==> config.mk <==
export PLATFORM = sky130hd
export DESIGN_NAME = instruction_fetch
export DESIGN_NICKNAME = d
export VERILOG_FILES = /design/src/rtl/cpu_defs.sv /design/src/rtl/pc_counter.sv /design/src/rtl/instruction_fetch.sv
export SDC_FILE = /design/constraint.sdc
export NUM_CORES = 1
export LEC_CHECK = 0
export ABC_CLOCK_PERIOD_IN_PS = 1600
export CORE_MARGIN = 2
export CORE_UTILIZATION = 40
export CTS_CLUSTER_DIAMETER = 100
export DETAILED_ROUTE_END_ITERATION = 8
export PLACE_DENSITY = 0.78
export SETUP_SLACK_MARGIN = 0.3
export SLEW_MARGIN = 30
export SYNTH_ARGS = -nofsm -noshare
export SYNTH_HDL_FRONTEND = slang
export SYNTH_HIERARCHICAL = 1
export SYNTH_SLANG_ARGS = --single-unit
==> constraint.sdc <==
create_clock -name clk -period 1.6 [get_ports clk]
set_input_delay 0.16 -clock clk [delete_from_list [all_inputs] [get_ports clk]]
set_output_delay 0.16 -clock clk [all_outputs]
set_load 0.1 [all_outputs]
==> src/rtl/cpu_defs.sv <==
// Shared CPU definitions: fetch FSM encoding, address/instruction widths and reset PC.
package cpu_defs;

  localparam int ADDR_W_DEF   = 8;
  localparam int RESET_PC_DEF = 0;
  localparam int INSTR_W      = 16;

  typedef enum logic [1:0] {
    IF_IDLE  = 2'd0,
    IF_RD_HI = 2'd1,
    IF_RD_LO = 2'd2
  } if_state_t;

endpackage

==> src/rtl/pc_counter.sv <==
// Program counter register: load has priority over the +2 step; arithmetic wraps modulo 2**W.
module pc_counter #(
  parameter int           W         = 8,
  parameter logic [W-1:0] RESET_VAL = '0
) (
  input  logic         clk,
  input  logic         rst_n,
  input  logic         i_load,
  input  logic [W-1:0] i_target,
  input  logic         i_inc,
  output logic [W-1:0] o_pc
);

  logic [W-1:0] r_pc;

  always_ff @(posedge clk or negedge rst_n) begin
    if (!rst_n) begin
      r_pc <= RESET_VAL;
    end else if (i_load) begin
      r_pc <= i_target;
    end else if (i_inc) begin
      r_pc <= r_pc + W'(2);
    end
  end

  assign o_pc = r_pc;

endmodule

==> src/rtl/instruction_fetch.sv <==
// Two-byte instruction fetch from an 8-bit synchronous ROM; owns the PC and presents the
// assembled 16-bit word to the decoder with a one-cycle instr_valid pulse.
module instruction_fetch
  import cpu_defs::*;
#(
  parameter int                ADDR_W   = ADDR_W_DEF,
  parameter logic [ADDR_W-1:0] RESET_PC = ADDR_W'(RESET_PC_DEF)
) (
  input  logic               clk,
  input  logic               rst_n,
  input  logic               fetch_req,
  input  logic               pc_load,
  input  logic [ADDR_W-1:0]  pc_target,
  output logic [ADDR_W-1:0]  rom_addr,
  input  logic [7:0]         rom_data,
  output logic [INSTR_W-1:0] Fetch,
  output logic               instr_valid,
  output logic [ADDR_W-1:0]  pc,
  output logic               busy,
  output if_state_t          o_dbg_state
);

  // Handshake: fetch_req is a level request accepted only in IF_IDLE (ignored while busy, never
  // queued); pc_load is a one-cycle strobe that wins over everything; instr_valid pulses one cycle.

  if_state_t           r_state;
  if_state_t           w_next_state;
  logic                w_complete;
  logic                w_capture_hi;
  logic [7:0]          r_hi_byte;
  logic [INSTR_W-1:0]  r_fetch;
  logic                r_valid;
  logic [ADDR_W-1:0]   w_pc;

  always_ff @(posedge clk or negedge rst_n) begin
    if (!rst_n) begin
      r_state <= IF_IDLE;
    end else begin
      r_state <= w_next_state;
    end
  end

  always_comb begin
    w_next_state = r_state;
    w_complete   = 1'b0;
    w_capture_hi = 1'b0;
    case (r_state)
      IF_IDLE: begin
        if (fetch_req) w_next_state = IF_RD_HI;
      end
      IF_RD_HI: begin
        w_capture_hi = 1'b1;
        w_next_state = IF_RD_LO;
      end
      IF_RD_LO: begin
        w_complete   = 1'b1;
        w_next_state = IF_IDLE;
      end
      default: w_next_state = IF_IDLE;
    endcase
    // A redirect aborts whatever is in flight, including a same-cycle request in IDLE.
    if (pc_load) begin
      w_next_state = IF_IDLE;
      w_complete   = 1'b0;
      w_capture_hi = 1'b0;
    end
  end

  always_ff @(posedge clk or negedge rst_n) begin
    if (!rst_n) begin
      r_hi_byte <= 8'h00;
      r_valid   <= 1'b0;
      r_fetch   <= '0;
    end else begin
      r_valid <= w_complete;
      if (pc_load) begin
        r_hi_byte <= 8'h00;
      end else if (w_capture_hi) begin
        r_hi_byte <= rom_data;
      end
      if (r_valid) begin
        r_fetch <= {r_hi_byte, rom_data};
      end
    end
  end

  pc_counter #(
    .W         (ADDR_W),
    .RESET_VAL (RESET_PC)
  ) u_pc_counter (
    .clk      (clk),
    .rst_n    (rst_n),
    .i_load   (pc_load),
    .i_target (pc_target),
    .i_inc    (w_complete),
    .o_pc     (w_pc)
  );

  // The low byte addressed in RD_LO only leaves the ROM in the following (valid) cycle, so
  // that cycle forwards it directly; the register holds the word from then on.
  assign Fetch       = r_valid ? {r_hi_byte, rom_data} : r_fetch;
  assign instr_valid = r_valid;
  assign rom_addr    = (r_state == IF_RD_LO) ? (w_pc + ADDR_W'(1)) : w_pc;
  assign pc          = w_pc;
  assign busy        = (r_state != IF_IDLE);
  assign o_dbg_state = r_state;

endmodule

==> key figures <==
Finish
  • Final instance area: 3260 sq um
  • Share of cells above drive strength 1: 54.3%
  • NumNets Final: 244
  • P&R area growth vs syn: 105%
  • Final Instance Count excl. Fillers: 271
  • Fin util: 87.1%
  • Fill count: 158
  • Antenna Cells: 0

Timing
  • Relative slew slack: 71.0%
  • Final Hold Fails: 0
  • Slew Viols, Final: 0
  • Final worst setup slack: -0.454 ns
  • Crit path time final: 2.05 ns
  • RSZ-0062 raised after global routing: yes
  • Final period utilization: 128%
  • Max Fclk: 487 MHz
  • Slew @ Worst Pin: 0.435 ns
  • Setup violations, final: 31
  • Clock skew: 0.00747 ns

Synth
  • Post-synthesis adder-cell area fraction: 1.57%
  • Mux cell area share after synthesis: 13.4%
  • Most frequent cell after synthesis: dfrtp_1
  • Post-synthesis simple-gate area fraction: 15.4%
  • Post-synth top area share: 55.0%
  • Syn Area/Cell: 11.5 sq um
  • #FFs+latches synth: 35
  • Post-synth EDFFs: 0
  • Post-synth ARST share: 100%
  • Post-synth top area cell: dfrtp_1
  • Synth cell count leaders: 35 x dfrtp_1, 26 x nand2_1, 11 x mux2_1
  • Seq/Total Area, Yosys: 55.0%
  • Compound-Gate Fraction of Synth Area: 5.50%
  • Synth cell types: 28
  • XOR/XNOR Fraction of Synth Area: 6.05%
  • Top cells by area, synth: dfrtp_1 55%, mux2_1 7.8%, nand2_1 6.1%
  • Yosys Warn Count: 6
  • Largest family of logic cells by synthesized area: simple AND/OR/NAND/NOR gates
  • Post-synth top flop: dfrtp_1
  • Syn Nets: 160
  • Post-Syn Instances: 138
  • Cell area after synthesis: 1590 sq um

Drt
  • Initial drt markers: 134
  • DRC: 0
  • Antenna viol nets, final: 0
  • First-pass detailed-route iteration total: 4
  • Via density: 5.51
  • Routed WL per cell: 23.5 um
  • Final wirelength: 6380 um
  • Via count: 1493

Power
  • Lkg Pwr: 1.44 nW
  • Psw: 1.71 mW
  • Comb pwr share: 49.9%
  • Max VDD drop: 1.04 mV
  • Net Sw Frac: 41.6%
  • Internal: 2.40 mW
  • Seq pwr share: 26.4%
  • Total design power: 4.10 mW
  • Share of power burned in the clock network: 23.7%
  • Pwr/cell area: 1260 nW/um^2

Floorplanning
  • Core ar.: 3740 sq um
  • Initial Utilization: 42.5%
  • Rows: 22
  • # IOs: 56
  • DIE AREA: 4500 sq um
  • Die Y: 67.1 um
  • Die width: 67.1 um

Placed design
  • Area after DPL: 2860 sq um
  • GPL Wtd Cong: 0.858
  • Setup slack at placement: -0.0853 ns
  • I/O Buffers: 55
  • Hpwl dp: 3560 um
  • Placed Cells: 246

Clock tree
  • Clk sinks: 35
  • CTS Buffer Depth: 2
  • Num CTS Buffers: 5
  • Worst-Skew Late Latency: 0.30 ns
  • Reg clk slew, reported paths: 0.08 ns
  • H-Tree Depth: 2
  • Hold Buf Count CTS: 0
  • CTS tree: done
  • Clk root buf: clkbuf_8

Global routing
  • Gr ovfl total: 0
  • Pin count of the biggest net entering global routing: 36
  • Vias in the first global route: 1557
  • Initial antenna violation count: 0
  • Global-route wire length before repair: 8820 um
  • Global Route Usage Sum: 28.0%

Setup path
  • Crit path DAT: 1.89 ns
  • Setup crit start kind: flip-flop
  • Element type at the critical path end: output port
  • CP Max Fanout: 4
  • Crit Path Class: flip-flop to output port
  • CP required: 1.44 ns

Outcome
  • Status: finished, violations left
  • Failing checks: negative setup slack

Job
  • Max-Cap Viols: 0

Hold path
  • Tightest Hold Check Type: input pin to asynchronous set/reset pin
-- sequential cells by signal, indices dropped and copies added (netlist names) --
| name | cells |
|---|---|
| r_hi_byte | 8 |
| instr_valid | 1 |
| u_pc_counter/o_pc | 8 |
| o_dbg_state | 2 |
| r_fetch | 16 |
-- cell families after synthesis --
logic type	count (synthesis)
buffers and inverters	8
AOI/OAI and AO/OA	17
and+or+nand+nor	46
DFF	35
xor gates and xnor gates	11
adders and majority gates	2
muxes	19
-- power by group through the flow --
stage	logic [mW]	clock network (mW)	registers [mW]
2_1_floorplan	1.06	0	1.26
3_3_place_gp	1.93	0	1.09
3_5_place_dp	1.96	0	1.10
4_1_cts	2.01	0.953	1.08
5_1_grt	2.09	1.02	1.09
6_report	2.05	0.972	1.08
-- through the flow --
step / setup TNS [ns] / hold slack, ns
finish: -4.68 / 0.264
CTS: -3.05 / 0.286
global placement: -0.00515 / 0.501
floorplan: -3.46 / -0.136
global route: -5.53 / 0.317
detailed placement: -0.164 / 0.505
-- final cells by class --
cell class	instances	area [sq um]	area share [%]
Timing Repair Buffer	84	1220	37.4
Clock inverter	2	60.1	1.84
Clock buffer	6	72.6	2.23
Inverter	1	3.75	0.115
Tap cell	48	60.1	1.84
Multi-Input combinational cell	95	940	28.8
Sequential cell	35	906	27.8
-- timing repair --
item | in CTS | in global routing
buffers inserted | 7 | 9
endpoints found under the setup margin | 43 | 44
gates resized for setup | 15 | 10
pin swaps | 7 | 7
gates cloned | 1 | 0
-- layout by cell type, fill, tap and decap left out, types with 2 or more instances in the layout --
cell type        instances
buf_12                  38
dfrtp_1                 25
nand2_1                 23
clkdlybuf4s50_1         19
mux2_4                  17
buf_4                   14
buf_6                   12
a21oi_1                  8
dfrtp_4                  7
nand4_1                  6
xnor2_4                  6
o21ai_1                  6
clkbuf_8                 5
nand2_4                  3
nor2_1                   3
xor2_1                   3
dfrtp_2                  3
nor2b_4                  2
ha_1                     2
bufinv_16                2
-- worst max-delay path: stages, from the launching register on --
cell     delay, ns
dfrtp_4       0.50
and4b_4       0.37
nand4_1       0.27
xnor2_4       0.27
buf_12        0.20
-- path summary, 6_finish.rpt --
check                                            from                                to  slack [ns]  depth (start not counted)
setup / recovery           o_dbg_state[0]$_DFFE_PN0P_                       rom_addr[5]       -0.45                          4
hold / removal                                  rst_n              r_fetch[0]$_DFF_PN0_        0.26                          2
setup reg to reg           o_dbg_state[0]$_DFFE_PN0P_  u_pc_counter/o_pc[6]$_DFFE_PN0P_       -0.21                          6
hold reg to reg                  r_fetch[0]$_DFF_PN0_              r_fetch[0]$_DFF_PN0_        0.52                          1
max in group asynchronous                       rst_n  u_pc_counter/o_pc[2]$_DFFE_PN0P_        0.98                          2
min in group clk                         pc_target[1]  u_pc_counter/o_pc[1]$_DFFE_PN0P_        0.43                          3
-- per-layer routing --
layer	routed length [um]	share of wire, %	track usage [%]	up-vias
met3	348	5.5	6.42	20
li1	-	-	-	639
met5	0	0	0	-
met2	3370	53	48.4	79
met4	199	3.1	11.0	0
met1	2460	39	33.4	755
Note: power is estimated with default switching activity, not from simulation.
